### src/rtl/serial_add_ctrl.sv
// serial_add_ctrl: bit-serial adder sequencer reusing one full-adder cell for WIDTH cycles; define SERIAL_SUB_EN to add the op port and subtraction
module serial_add_ha (
  input  logic x,
  input  logic y,
  output logic s,
  output logic c
);
  assign s = x ^ y;
  assign c = x & y;
endmodule

module serial_add_ctrl #(
  parameter int WIDTH = 8
) (
  input  logic             clk,
  input  logic             rst,
  input  logic             start,
  input  logic [WIDTH-1:0] a,
  input  logic [WIDTH-1:0] b,
`ifdef SERIAL_SUB_EN
  input  logic             op,
`endif
  output logic             busy,
  output logic             done,
  output logic [WIDTH-1:0] sum,
  output logic             cy
);
  localparam int CW = $clog2(WIDTH);
  typedef enum logic [1:0] {IDLE, RUN, DONE} state_t;
  state_t           state_q;
  logic [WIDTH-1:0] a_q, b_q, acc_q, sum_q, acc_d, b_in;
  logic [CW-1:0]    cnt_q;
  logic             c_q, busy_q, done_q, cy_q;
  logic             s1, c1, s_bit, c2, co, c_in, cy_d, accept, last;

  serial_add_ha u_ha0 (.x(a_q[0]), .y(b_q[0]), .s(s1),    .c(c1));
  serial_add_ha u_ha1 (.x(s1),     .y(c_q),    .s(s_bit), .c(c2));

  assign co     = c1 | c2;
  assign acc_d  = {s_bit, acc_q[WIDTH-1:1]};
  assign accept = start && (state_q != RUN);
  assign last   = cnt_q == CW'(WIDTH - 1);

`ifdef SERIAL_SUB_EN
  logic sub_q;
  // remember the captured operation so the final carry can be reported as a borrow
  always_ff @(posedge clk) sub_q <= rst ? 1'b0 : accept ? op : sub_q;
  assign b_in = op ? ~b : b;
  assign c_in = op;
  assign cy_d = co ^ sub_q;
`else
  assign b_in = b;
  assign c_in = 1'b0;
  assign cy_d = co;
`endif

  // sequencer: capture operands, feed one bit per cycle through the cell, publish result on the last bit
  always_ff @(posedge clk) begin
    if (rst) begin
      state_q <= IDLE;
      a_q     <= '0;
      b_q     <= '0;
      acc_q   <= '0;
      sum_q   <= '0;
      cnt_q   <= '0;
      c_q     <= 1'b0;
      busy_q  <= 1'b0;
      done_q  <= 1'b0;
      cy_q    <= 1'b0;
    end else if (state_q == RUN) begin
      a_q   <= a_q >> 1;
      b_q   <= b_q >> 1;
      acc_q <= acc_d;
      c_q   <= co;
      cnt_q <= cnt_q + CW'(1);
      if (last) begin
        state_q <= DONE;
        busy_q  <= 1'b0;
        done_q  <= 1'b1;
        sum_q   <= acc_d;
        cy_q    <= cy_d;
      end
    end else begin
      done_q <= 1'b0;
      if (accept) begin
        state_q <= RUN;
        busy_q  <= 1'b1;
        a_q     <= a;
        b_q     <= b_in;
        acc_q   <= '0;
        cnt_q   <= '0;
        c_q     <= c_in;
      end else begin
        state_q <= IDLE;
      end
    end
  end

  assign busy = busy_q;
  assign done = done_q;
  assign sum  = sum_q;
  assign cy   = cy_q;
endmodule

### config.mk
export PLATFORM = sky130hd
export DESIGN_NAME = serial_add_ctrl
export DESIGN_NICKNAME = d
export VERILOG_FILES = /design/src/rtl/serial_add_ctrl.sv
export SDC_FILE = /design/constraint.sdc
export NUM_CORES = 1
export LEC_CHECK = 0
export ABC_AREA = 1
export CAP_MARGIN = 20
export CORE_AREA = 2 2 62 64
export CTS_CLUSTER_DIAMETER = 50
export DETAILED_ROUTE_END_ITERATION = 10
export DIE_AREA = 0 0 64 66
export PLACE_DENSITY = 0.75
export SETUP_SLACK_MARGIN = 0.5
export SLEW_MARGIN = 20
export SYNTH_ARGS = -nofsm -noshare
export SYNTH_HDL_FRONTEND = slang
export SYNTH_SLANG_ARGS = --single-unit
### constraint.sdc
create_clock -name clk -period 1.44 [get_ports clk]
set_input_delay 0.216 -clock clk [delete_from_list [all_inputs] [get_ports clk]]
set_output_delay 0.216 -clock clk [all_outputs]
set_load 0.01 [all_outputs]
# Yosys cells after proc, flatten, opt, wreduce, memory -nomap -nowiden
# Index checks and enable logic that the tools add are counted.
# Widths: inputs -> output; s select.
[op_classes]
add_sub_neg = 1
div = 0
mux = 16
n_reduce_logical = 6
n_mul = 0
order_cmp = 0
shifts = 0
eq_ne = 4
n_bitwise = 6
[op_table]
columns = ["operator", "count"]
rows = [
  ["$mux 7", 4],
  ["$mux 8", 2],
  ["$mux 1", 6],
  ["$mux 3", 2],
  ["$mux 2", 2],
  ["$reduce_and 2->1", 2],
  ["$reduce_or 2->1", 2],
  ["$add 3x1->3 const B", 1],
  ["$eq 3x3->1 const B", 1],
  ["$and 1x1->1", 2],
  ["$eq 2x1->1 const B", 1],
  ["$ne 2x1->1 const B", 1],
  ["$ne 2x2->1 const B", 1],
  ["$reduce_bool 2->1", 1],
  ["$xor 1x1->1", 2],
  ["$logic_and 1x1->1", 1],
  ["$not 1->1", 1],
  ["$or 1x1->1", 1],
]
[word_totals]
mem_bits_ro = 0
memories = 0
regBits = 41
word_cells = 45
ram_bits = 0
latch_bits = 0

# Depth between registers and ports, before layout
[depth]
depth_word = 4
depth_mapped = 8

# Modules after synthesis
# From an unflattened synthesis, not the netlist that was laid out.
[unflattened]
hier_cells = 229
area_unflattened_um2 = 1706.6
[by_module_without_submodules]
columns = ["mod", "seq_area_each_um2", "n_inst", "cells_each", "area_each_um2"]
rows = [
  ["serial_add_ctrl", 800.8, 1, 227, 1681.6],
  ["serial_add_ha", 0.0, 2, 1, 12.5],
]

# Worst setup path before layout
# Ideal clock, no wire load.
[synth_timing]
path_type = "flip-flop to flip-flop"
startpoint = "register cnt_q[0]"
endpoint = "register sum_q[7] (netlist: sum[7])"
required_ns = 1.324
synth_period_minus_slack_ns = 1.196
path_stages_with_launch = 8
setup_slack_ns = 0.244
t_arrival_ns = 1.080
path_cell_list = "dfxtp_1 > ha_1 > ha_1 > inv_1 > nor2_4 > inv_2 > nor2_1 > nor2_1"
[synth_between]
elab_chain_len = 2
[synth_lines]
columns = ["element", "line_no", "rtl"]
rows = [
  ["start: declaration", "32", "logic [CW-1:0] cnt_q;"],
  ["start signal: assignment", "75", "cnt_q <= cnt_q + CW'(1);"],
  ["$eq 3x3->1", "42", "assign last = cnt_q == CW'(WIDTH - 1);"],
  ["$reduce_and 2->1 (no source line)", "--", ""],
  ["end signal: assignment", "64", "sum_q <= '0;"],
  ["end signal: assignment", "80", "sum_q <= acc_d;"],
  ["end: declaration", "31", "logic [WIDTH-1:0] a_q, b_q, acc_q, sum_q, acc_d, b_in;"],
]
# Every way passes these cells.
# A chain may end at the register's enable or synchronous reset.

# Final worst setup path
[layout_timing]
startpoint = "register state_q[0]"
endpoint = "register b_q[7]"
[layout_between]
elab_chain_len = 2
word_cells_on_any_way = 4
cone_classes = "eq/ne: 2; reduce/logical: 2"
[layout_lines]
columns = ["element", "line_no", "rtl"]
rows = [
  ["start: declaration", "30", "state_t state_q;"],
  ["start signal: assignment", "60", "state_q <= IDLE;"],
  ["start signal: assignment", "77", "state_q <= DONE;"],
  ["start signal: assignment", "86", "state_q <= RUN;"],
  ["$eq 2x1->1 or $ne 2x1->1 (tied branches)", "70, 41", ""],
  ["$reduce_or 2->1 (no source line) or $logic_and 1x1->1 (tied branches)", "--", ""],
  ["end signal: assignment", "72", "b_q <= b_q >> 1;"],
  ["end signal: assignment", "89", "b_q <= b_in;"],
  ["end: declaration", "31", ""],
]
# Parallel ways exist; a longest one is shown, timed or not.

==> out/results.md <==
• fmax: 0.779 GHz
• setup violators final: 0
• fin area: 3020 sq um
• most used standard cell by instance count after synthesis: sky130_fd_sc_hd__nand2_1
• first-pass GRT wire length: 8.31 mm
• launching element type of the critical path: flop
• relative area change from synthesis to final layout: 72.5%
• total CTS buffers: 5
• core region area: 3550 sq um
• instance count after placement with tap cells included: 299
• Initial Utilization: 49.3%
• clk_lat worst skew: 0.37 ns
• Placed Area: 2170 sq um
• ys async rst share: 0%
• CP required: 1.75 ns
• number of fill cells: 158
• total iterations of the first detailed-routing run: 4
• Final Net Count: 311
• maximum clock skew at final layout: 0.0154 ns
• class of the most critical setup path: reg -> reg
• Post-DRT Antenna Nets: 0
• Sequential cell area: 826 sq um
• final critical delay including setup and external delays: 1.28 ns
• RSZ-0062 raised after global routing: true
• GRT Resource Usage Total: 26.4%
• highest net fanout along the worst path: 5
• I/O Buffers: 29
• post-layout instance count excluding filler cells: 337
• outcome: finished, final reports clean
• cells traversed along the worst timing path: inv_2, nor2_4, buf_6, buf_6, buf_8, nor2_4, o21ai_0, nor2_1
• width of the die: 64 microns
• number of antenna cells inserted: 0
• maximum clock path buffer count: 2
• most frequent cells after synthesis: sky130_fd_sc_hd__nand2_1, sky130_fd_sc_hd__dfxtp_1, sky130_fd_sc_hd__nand3_1, sky130_fd_sc_hd__nor2_1, sky130_fd_sc_hd__inv_1
• dominant cell type by area after synthesis: sky130_fd_sc_hd__dfxtp_1
• height of the chip: 66 microns
• Post-synth EDFFs: 0
• Die ar.: 4220 sq um
• Max Cap Violations: 0
• Max rail drop VDD: 0.556 mV
• global-route congestion overflow total: 0
• instance count of the mapped netlist: 228
• terminus of the critical flop-to-flop path: b_q[7]
• final wirelength: 5.75 mm
• via count of the first global-routing pass: 1742
• master cell of the clock root buffer: sky130_fd_sc_hd__clkbuf_4
• worst r2r path cells: 8
• clock input transition at the sequential cells of the worst setup and hold paths: 0.13 ns
• worst rel slew slack: 77.3%
• Final GP Congestion: 0.790
• top area cells in the synthesized netlist: sky130_fd_sc_hd__dfxtp_1, sky130_fd_sc_hd__nand3_1, sky130_fd_sc_hd__nand2_1
• Crit path arrival time: 1.60 ns
• Critical Path Max Stage Delay: 0.37 ns
• Seq cells post-synth: 40
• count of routing violations after the opening detailed-route iteration: 89
• power per standard cell area: 815 nW/um^2
• clock sinks: 40
• aggregate negative setup slack: 0 ns
• count of endpoints failing hold in the final timing report: 0
• vias per std cell: 5.37
• Min-Delay Endpoint: a_q[3]
• synthesized area divided by synthesized cell count: 7.68 sq um
• detailed placer's ending HPWL: 2.31 mm
• routed length per instance: 17.1 microns
• period utilization: 89.1%
• Top Ports: 30
• top-area cell type share of the netlist area: 45.7%
• Post-Syn Area: 1750 sq um
• static power due to leakage: 0.00149 uW
• sum of internal, switching and leakage power: 2460 uW
• library cell contributing the largest single delay on the critical path: sky130_fd_sc_hd__dfxtp_4
• number of nets in the synthesized netlist: 251
• Ys Warns: 0
• CP bufs+invs: 4
• area taken by multi-input logic gates: 1170 sq um
• most common flop cell mapped by yosys: sky130_fd_sc_hd__dfxtp_1
• initial antenna violation count: 0
• final count of pins violating max slew: 0
• TritonCTS clock tree: yes
• count of different cell masters after synthesis: 22
• beginning of the worst hold path: a[3]
• Hold/Removal Path Class: in -> reg
• ratio of cells with drive above 1 in the final layout: 55.7%
• num rows: 22
• Final Hold Slack: 0.479 ns
• H-tree depth: 2
• register-to-register setup slack: 0.16 ns
• maximum number of pins on one net before global-route repair: 28
• Hold Path Depth: 5
• remaining routing DRC violations: 0
• source of the worst register-to-register timing path: state_q[0]
• share of synthesized area occupied by flip-flops and latches: 45.7%
• total number of vias: 1809
• endpoint class of the critical path: flop
• actual slew at the worst max-slew pin: 0.340 ns
• delay-heaviest family, CP: buffers and inverters
[state kept, by name, summed over array words and instances (netlist names)]
register,count
c_q,1
acc_q,7
a_q,8
state_q,2
sum,8
done,1
cnt_q,3
cy,1
busy,1
b_q,8
[stage by stage]
step           utilization (%)  worst slack, ns
2_1_floorplan                -            0.336
3_3_place_gp              61.2           0.0685
3_5_place_dp              61.2           0.0501
4_1_cts                   80.0            0.236
5_1_grt                   85.1            0.117
6_report                  85.1            0.157
[routing by layer]
metal  track usage [%]  part of all wire, %  vias up
met5                 0                    0        -
met3              4.60                  4.5       19
li1                  -                    -      854
met1              29.7                   41      877
met2              47.8                   51       59
met4              12.8                  3.7        0
[worst register-to-register path, cell delays in order, from the launching register on]
cell	delay [ns]
sky130_fd_sc_hd__dfxtp_4	0.37
sky130_fd_sc_hd__inv_2	0.06
sky130_fd_sc_hd__nor2_4	0.05
sky130_fd_sc_hd__buf_6	0.13
sky130_fd_sc_hd__buf_6	0.11
sky130_fd_sc_hd__buf_8	0.13
sky130_fd_sc_hd__nor2_4	0.13
sky130_fd_sc_hd__o21ai_0	0.14
sky130_fd_sc_hd__nor2_1	0.13
[worst max-delay path by stage]
stage | startpoint | endpoint | slack (ns) | cells after the start
after floorplan | cnt_q[1] | sum[7] | 0.34 | 7
after global placement | start | a_q[2] | 0.07 | 6
after detailed placement | start | a_q[4] | 0.05 | 6
after CTS | sum[3] | sum[3] | 0.24 | 1
after global routing | cnt_q[0] | sum[2] | 0.12 | 7
final | state_q[0] | b_q[7] | 0.16 | 8
[cells in the final DEF (no fill, tap or decap), types with 10 or more instances in the layout]
| cell type | count |
|---|---|
| sky130_fd_sc_hd__nand3_2 | 27 |
| sky130_fd_sc_hd__nand2_1 | 23 |
| sky130_fd_sc_hd__inv_1 | 13 |
| sky130_fd_sc_hd__buf_6 | 23 |
| sky130_fd_sc_hd__clkdlybuf4s50_1 | 18 |
| sky130_fd_sc_hd__nand2_2 | 10 |
| sky130_fd_sc_hd__nand2_4 | 17 |
| sky130_fd_sc_hd__dfxtp_1 | 24 |
| sky130_fd_sc_hd__nor2_1 | 24 |
| sky130_fd_sc_hd__dfxtp_2 | 14 |
| sky130_fd_sc_hd__nand3_1 | 13 |
| sky130_fd_sc_hd__buf_4 | 12 |
[cell families after synthesis]
logic type | after synthesis | synth area share, %
compound gates | 24 | 8.36
fa+ha+maj | 4 | 3.29
flops | 40 | 45.7
buf+inv | 34 | 10.7
simple gates | 126 | 31.9
[power by group]
part / leakage (uW) / total (uW) / internal [uW] / switching (uW)
clock network: 0.0000422 / 753 / 364 / 389
registers: 0.000334 / 1190 / 1140 / 41.8
logic: 0.00111 / 523 / 272 / 250
total: 0.00149 / 2460 / 1780 / 681
[timing repair]
item	in CTS	in global routing
buffers inserted	16	9
hold buffers	0	0
pin swaps	20	11
cloned	5	0
setup endpoints to repair	51	51
resized for setup	152	34
[cell type report]
class                   count  area share, %
clock inverters             2           1.16
inverters                  21           2.77
clock buffers               6           1.37
repair buffers             66           26.6
well taps                  48           1.99
flip-flops and latches     40           27.3
multi-input cells         154           38.8
(Power assumes the default switching activity.)
